File: config.mk
export PLATFORM = sky130hd
export DESIGN_NAME = bb_ram_arb
export DESIGN_NICKNAME = d
export VERILOG_FILES = /design/src/rtl/bb_ram_arb.sv
export SDC_FILE = /design/constraint.sdc
export NUM_CORES = 1
export LEC_CHECK = 0
export BUFFER_PORTS_ARGS = -buffer_cell sky130_fd_sc_hd__buf_2
export CORE_AREA = 5 5 120 122
export DETAILED_ROUTE_END_ITERATION = 6
export DIE_AREA = 0 0 125 127
export SYNTH_ARGS = -nofsm -noshare
export SYNTH_HDL_FRONTEND = slang
export SYNTH_SLANG_ARGS = --single-unit
File: constraint.sdc
create_clock -name clk_i -period 6.3 [get_ports clk_i]
set_clock_uncertainty 0.1 [all_clocks]
set_input_delay 1.26 -clock clk_i [delete_from_list [all_inputs] [get_ports clk_i]]
set_output_delay 1.26 -clock clk_i [all_outputs]
set_load 0.01 [all_outputs]
File: src/rtl/bb_ram_arb.sv
// Round-robin arbiter sharing the single-port bb_ram among NREQ requesters, with lock for RMW sequences.
// Optional macro BB_ARB_PRIO0_EN gives requester 0 fixed priority over the round-robin ring.
module bb_ram_arb #(
  parameter int NREQ = 4,
  parameter int AW   = 11
) (
  input  logic              clk_i,
  input  logic              reset_i,
  input  logic [NREQ-1:0]   req_valid_i,
  input  logic [NREQ-1:0]   req_lock_i,
  input  logic [4*NREQ-1:0] req_we_i,
  input  logic [AW*NREQ-1:0] req_addr_i,
  input  logic [32*NREQ-1:0] req_wdata_i,
  output logic [NREQ-1:0]   req_ready_o,
  output logic [NREQ-1:0]   rsp_valid_o,
  output logic [31:0]       rsp_rdata_o,
  output logic [AW-1:0]     ram_addr_o,
  output logic [31:0]       ram_wdata_o,
  output logic [3:0]        ram_we_o,
  output logic              ram_en_o,
  input  logic [31:0]       ram_rdata_i
);
  localparam int PW = (NREQ > 1) ? $clog2(NREQ) : 1;

  typedef enum logic {UNLOCKED, LOCKED} state_t;

  state_t          state_q, state_d;
  logic [PW-1:0]   ptr_q, ptr_d, owner_q, owner_d, win;
  logic [AW-1:0]   addr_q, addr_d, win_addr;
  logic [31:0]     wdata_q, wdata_d, win_wdata;
  logic [NREQ-1:0] rsp_q, rsp_d;
  logic [3:0]      win_we;
  logic            win_lock, found, xfer;
  int              idx;

  function automatic logic [PW-1:0] inc(input logic [PW-1:0] v);
    if (int'(v) == NREQ - 1) return '0;
    return v + PW'(1);
  endfunction

  // Winner selection: the owner alone while locked, else a scan from ptr with wrap.
  always_comb begin
    found = 1'b0;
    win   = '0;
    idx   = 0;
    if (state_q == LOCKED) begin
      found = req_valid_i[owner_q];
      win   = owner_q;
    end else begin
`ifdef BB_ARB_PRIO0_EN
      if (req_valid_i[0]) found = 1'b1;
`endif
      for (int j = 0; j < NREQ; j++) begin
        idx = int'(ptr_q) + j;
        if (idx >= NREQ) idx = idx - NREQ;
        if (!found && req_valid_i[idx]) begin
          found = 1'b1;
          win   = PW'(idx);
        end
      end
    end
  end

  assign xfer      = reset_i & found;
  assign win_we    = req_we_i[int'(win)*4 +: 4];
  assign win_addr  = req_addr_i[int'(win)*AW +: AW];
  assign win_wdata = req_wdata_i[int'(win)*32 +: 32];
  assign win_lock  = req_lock_i[win];

  always_comb begin
    req_ready_o = '0;
    if (xfer) req_ready_o[win] = 1'b1;
  end

  // Address/data hold their last driven values between transfers.
  assign ram_addr_o  = !reset_i ? '0 : (xfer ? win_addr : addr_q);
  assign ram_wdata_o = !reset_i ? '0 : (xfer ? win_wdata : wdata_q);
  assign ram_we_o    = xfer ? win_we : 4'b0000;
  assign ram_en_o    = xfer && (win_we == 4'b0000);
  assign rsp_valid_o = rsp_q & {NREQ{reset_i}};
  assign rsp_rdata_o = ram_rdata_i;
  assign addr_d      = xfer ? win_addr : addr_q;
  assign wdata_d     = xfer ? win_wdata : wdata_q;

  always_comb begin
    state_d = state_q;
    ptr_d   = ptr_q;
    owner_d = owner_q;
    rsp_d   = '0;
    if (xfer) begin
      if (win_we == 4'b0000) rsp_d[win] = 1'b1;
      if (state_q == UNLOCKED) begin
        if (win_lock) begin
          state_d = LOCKED;
          owner_d = win;
        end else begin
          ptr_d = inc(win);
`ifdef BB_ARB_PRIO0_EN
          if (win == '0) ptr_d = ptr_q;
`endif
        end
      end else if (!win_lock) begin
        state_d = UNLOCKED;
        ptr_d   = inc(owner_q);
      end
    end
  end

  always_ff @(posedge clk_i) begin
    if (!reset_i) begin
      state_q <= UNLOCKED;
      ptr_q   <= '0;
      owner_q <= '0;
      addr_q  <= '0;
      wdata_q <= '0;
      rsp_q   <= '0;
    end else begin
      state_q <= state_d;
      ptr_q   <= ptr_d;
      owner_q <= owner_d;
      addr_q  <= addr_d;
      wdata_q <= wdata_d;
      rsp_q   <= rsp_d;
    end
  end
endmodule

-- After elaboration in Yosys (flattened, before gate mapping)
Cells that the tools add are included.
- add/sub/neg operators: 9
- multipliers: 1
- magnitude comparators: 11
- eq/ne operators: 2
- shift-type cells: 3
- multiplexer cells: 61
- bitwise operators: 4
- reduce and logical (&&, ||, !) cells: 12
- operators by type and width (operator ; count):
    $mux 32 ; 10
    $lt 32x4->1 const B ; 4
    $shiftx 128x8->32 ; 1
    $shiftx 44x7->11 ; 1
    $mux 1 ; 28
    $mux 2 ; 12
    $mux 11 ; 2
    $shiftx 16x5->4 ; 1
    $bmux 1 s2 ; 6
    $sub 3x3->4 const B ; 3
    $ge 3x3->1 const B ; 3
    $mux 4 ; 2
    $add 2x2->3 const B ; 2
    $lt 2x3->1 const B ; 2
    $mul 2x4->6 const B ; 1
    $reduce_and 3->1 ; 2
    $logic_and 1x1->1 ; 5
    $add 2x1->2 const B ; 2
    $and 4x4->4 ; 1
    $eq 2x1->1 const B ; 2
    $logic_not 4->1 ; 1
    $sub 2x3->4 const B ; 1
    $add 2x1->3 const B ; 1
    $ge 2x3->1 const B ; 1
    6 further kinds ; 9
- register bits after elaboration: 52
- input port bits: 230
- output and inout port bits: 88
- word-level logic and storage cells: 109

-- Longest topological paths before layout
- word-level depth: 28
- mapped depth: 10
- gate-level depth less buffers: 8

-- Worst setup path before layout
OpenSTA, ideal clock, no wires.
- kind: input-to-output
- start: input port req_valid_i[2]
- end: output port ram_en_o
- arrival time: 2.859 ns
- data required time: 4.940 ns
- slack: 2.081 ns
- cell stages on the path: 7
- path buffers: 1
- cells stage by stage: nor2b_1 -> a2111oi_4 -> nor3_2 -> buf_2 -> a221o_1 -> mux2i_1 -> and2_1
- longest elaborated chain between the ends: 20
- elaborated cells between the ends (all ways): 37
- those cells by class: shift (1); mux (27); bitwise (1); reduce/logical (8)
- ends and longest elaborated chain (item ; RTL line ; text):
    start, declared ; 9 ; input logic [NREQ-1:0] req_valid_i,
    $bmux 1 s2 ; 56 ; if (!found && req_valid_i[idx]) begin
    $mux 1 (implied by the code) (2 in series) ; 56 ;
    $mux 1 ; 56 ;
    $mux 1 ; 46 ; if (state_q == LOCKED) begin
    $logic_not 1->1 ; 56 ;
    $logic_and 1x1->1 ; 56 ;
    $mux 1 ; 56 ;
    $mux 1 ; 46 ;
    (+3 left out) ; n/a ;
    $mux 1 ; 46 ;
    $logic_not 1->1 ; 56 ;
    $logic_and 1x1->1 ; 56 ;
    $mux 2 ; 56 ;
    $mux 2 ; 46 ;
    $shiftx 16x5->4 ; 65 ; assign win_we = req_we_i[int'(win)*4 +: 4];
    $logic_not 4->1 ; 79 ; assign ram_en_o = xfer && (win_we == 4'b0000);
    $logic_and 1x1->1 * ; 79 ;
    end, declared ; 20 ; output logic ram_en_o,
Every way passes the cells marked *; elsewhere a longest branch is shown, timed or not. The select of a mux whose other input is x is not followed.

-- Worst setup path in the final report
- start: input port req_valid_i[3]
- end: output port ram_en_o
The elaborated chain is that of the path after synthesis.

==> impl_metrics.yaml <==
routing:
  remaining_drc_errors: 0
  wl_per_cell_um: 15.8
  drt-pass1-iter-count: 4
  drt_wl_total_mm: 12.8
  drtAntennaViolNets: 0
  drtIter0Drc: 128
  routed-via-count: 3925
  viasPerCell: 4.84
clock_network:
  clk_pin_slew_worst_paths_ps: 70
  htreeDepth: 2
  cts_resized: 0
  post-cts-setup-buffers: 0
  cts_root_buffer: "clkbuf_16"
  hold_buffers: 0
  cts.sinks: 52
  cts_tree: "done"
  cts_buffers: 5
  clock_path_buffers: 2
  insertion_delay_ps: 290
timing:
  fin_crit_ps: 4970
  setup_violations: 0
  fin_crit_sh: 0.788
  slew_violations: 0
  fmax_mhz: 201
  finalHoldViolations: 0
  finalSetupTns_ps: 0
  worst_pin_slew_ps: 906
  fin_ws_ps: 1330
  relSlewSlack: 0.396
  rsz0062_at_grt: "false"
floorplanning:
  core_sq_um: 13100
  die_h_um: 127
  dieWidth_um: 125
  io_pins: 318
  die-area_sq_um: 15900
  rows: 42
  initial_core_util: 0.288
setup_path:
  reg2reg_depth: 7
  cp.depth: 8
  slowest_stage: "inv_2"
  crit_path_end_kind: "output port"
  path_max_fanout: 52
  cp.required_ps: 4940
  startpoint: "req_valid_i[3]"
  worst-path-buf-inv: 3
  rr_endpoint: "ptr_q[1]"
  worstSetupStartpointType: "input port"
  cp_slowest_stage_delay_ps: 640
  reg2reg_slack_ps: 3400
  path_class: "input port to output port"
  crit_path_cell_trace: "buf_2 -> nor4_1 -> or2_1 -> o41a_2 -> inv_2 -> mux2i_1 -> and2_1 -> buf_2"
  crit_path_end: "ram_en_o"
  cp_common_cell: "buf_2"
  critPathTopFamily: "buffers and inverters"
  arrival_ps: 3610
  r2r-start: "state_q"
status:
  status: "complete, no violations"
logic_synthesis:
  synthTopCellsByCount: "100 x nand2_1, 98 x mux2i_1, 52 x dfxtp_1"
  ys_ff_latch: 52
  ys.flop_type: "dfxtp_1"
  yosysTopAreaCellShare: 0.277
  yosys_warnings: 0
  synth_cell_types: 39
  synth_seq_area_share: 0.277
  yosysMostFrequentCell: "nand2_1"
  synthTopCellsByArea: "dfxtp_1 28%, mux2i_1 26%, a32o_1 11%"
  synthCells: 433
  synth_area_per_cell_sq_um: 8.69
  synth_largest_area_cell: "dfxtp_1"
  syn_nets: 668
  syn_area_sq_um: 3760
  postSynth.asyncResetShare: 0
  synth_edf_count: 0
layout:
  fin_cells: 811
  nNetsFinal: 869
  fillers: 1341
  num_antenna_cells: 0
  utilization: 0.392
  syn2layout_area_growth_pct: 36.3
  drive_gt1_frac: 0.431
placed_design:
  placed_cells: 803
  gp_congestion: 0.806
  port-buffer-count: 253
  dp_hpwl_mm: 10.3
  place_ws_ps: 1290
pwr:
  power.leakage_nw: 2.54
  finalPower_mw: 1.42
  power_density_nw_per_um2: 277
  irDropWorstVdd_mv: 0.145
worst_hold_path:
  hold_start: "wdata_q[31]"
  hp-class: "flop to flop"
global_route:
  grt_pass1_vias: 4151
  grt_pass1_wl_mm: 20.0
  track_usage: 0.152
  grt_overflow: 0
  grt_max_degree: 53
  grt_antenna_before_repair: 1
run:
  drv_cap: 0
layer usage:
layer | global-route usage | vias up | share of wire
met1 | 0.163 | 1782 | 0.37
met5 | 0 | - | 0.00055
met2 | 0.273 | 153 | 0.53
li1 | - | 1953 | -
met3 | 0.0588 | 35 | 0.080
met4 | 0.0555 | 2 | 0.024
metrics by stage:
stage / instance area [sq um] / hold WS, ps
6_report: 5130 / 365
5_1_grt: 5130 / 382
4_1_cts: 5130 / 369
3_5_place_dp: 4960 / 351
3_3_place_gp: 4960 / 347
2_1_floorplan: 3760 / 378
power by group:
part | internal, mW | switching (mW) | leakage [nW]
clock network | 0.187 | 0.122 | 0.0798
registers | 0.401 | 0.0272 | 0.432
logic | 0.310 | 0.372 | 2.02
area by class of cell:
class,count,area (sq um),area share
Inverter,4,15.0,0.00293
Sequential cell,52,1040,0.203
Multi-Input combinational cell,313,2360,0.460
Clock inverter,3,42.5,0.00829
Clock buffer,5,125,0.0244
Tap cell,176,220,0.0429
Timing Repair Buffer,258,1330,0.259
worst reg2reg max path, cell delays in order, from the launching register on:
cell	delay, ps
dfxtp_1	450
or2_1	350
o41a_2	470
inv_2	640
ha_1	380
mux2_2	260
nand2_1	60
mux2i_1	60
state kept, by name, indices dropped and copies added, names as in the netlist:
name	flops
addr_q	11
owner_q	2
ptr_q	2
rsp_q	4
state_q	1
wdata_q	32
layout by cell type (no fill, tap or decap), drive strengths merged, types with 3 or more instances in the layout:
cell type	instances
buf	258
nand2	100
mux2i	98
dfxtp	52
a32o	43
and2	13
nor2b	5
ha	5
clkbuf	5
a21oi	5
and3	4
inv	4
o21ai	4
nor2	3
nand2b	3
nor4	3
o31a	3
a211oi	3
nor3	3
cells by family after synthesis:
family | synth area share
AND/OR/NAND/NOR | 0.163
AO/OA/AOI/OAI | 0.169
multiplexers | 0.270
adder cells (fa/ha/maj) | 0.0166
flip-flops | 0.277
buffers and inverters | 0.105
worst min path at each step:
stage	to	slack (ps)	cells after the start
after floorplan	ptr_q[0]	380	2
after global placement	wdata_q[17]	350	1
after detailed placement	wdata_q[2]	350	1
after CTS	wdata_q[2]	370	1
after global routing	addr_q[0]	380	1
final	wdata_q[31]	360	1
Power figures use the tool's default switching activity.
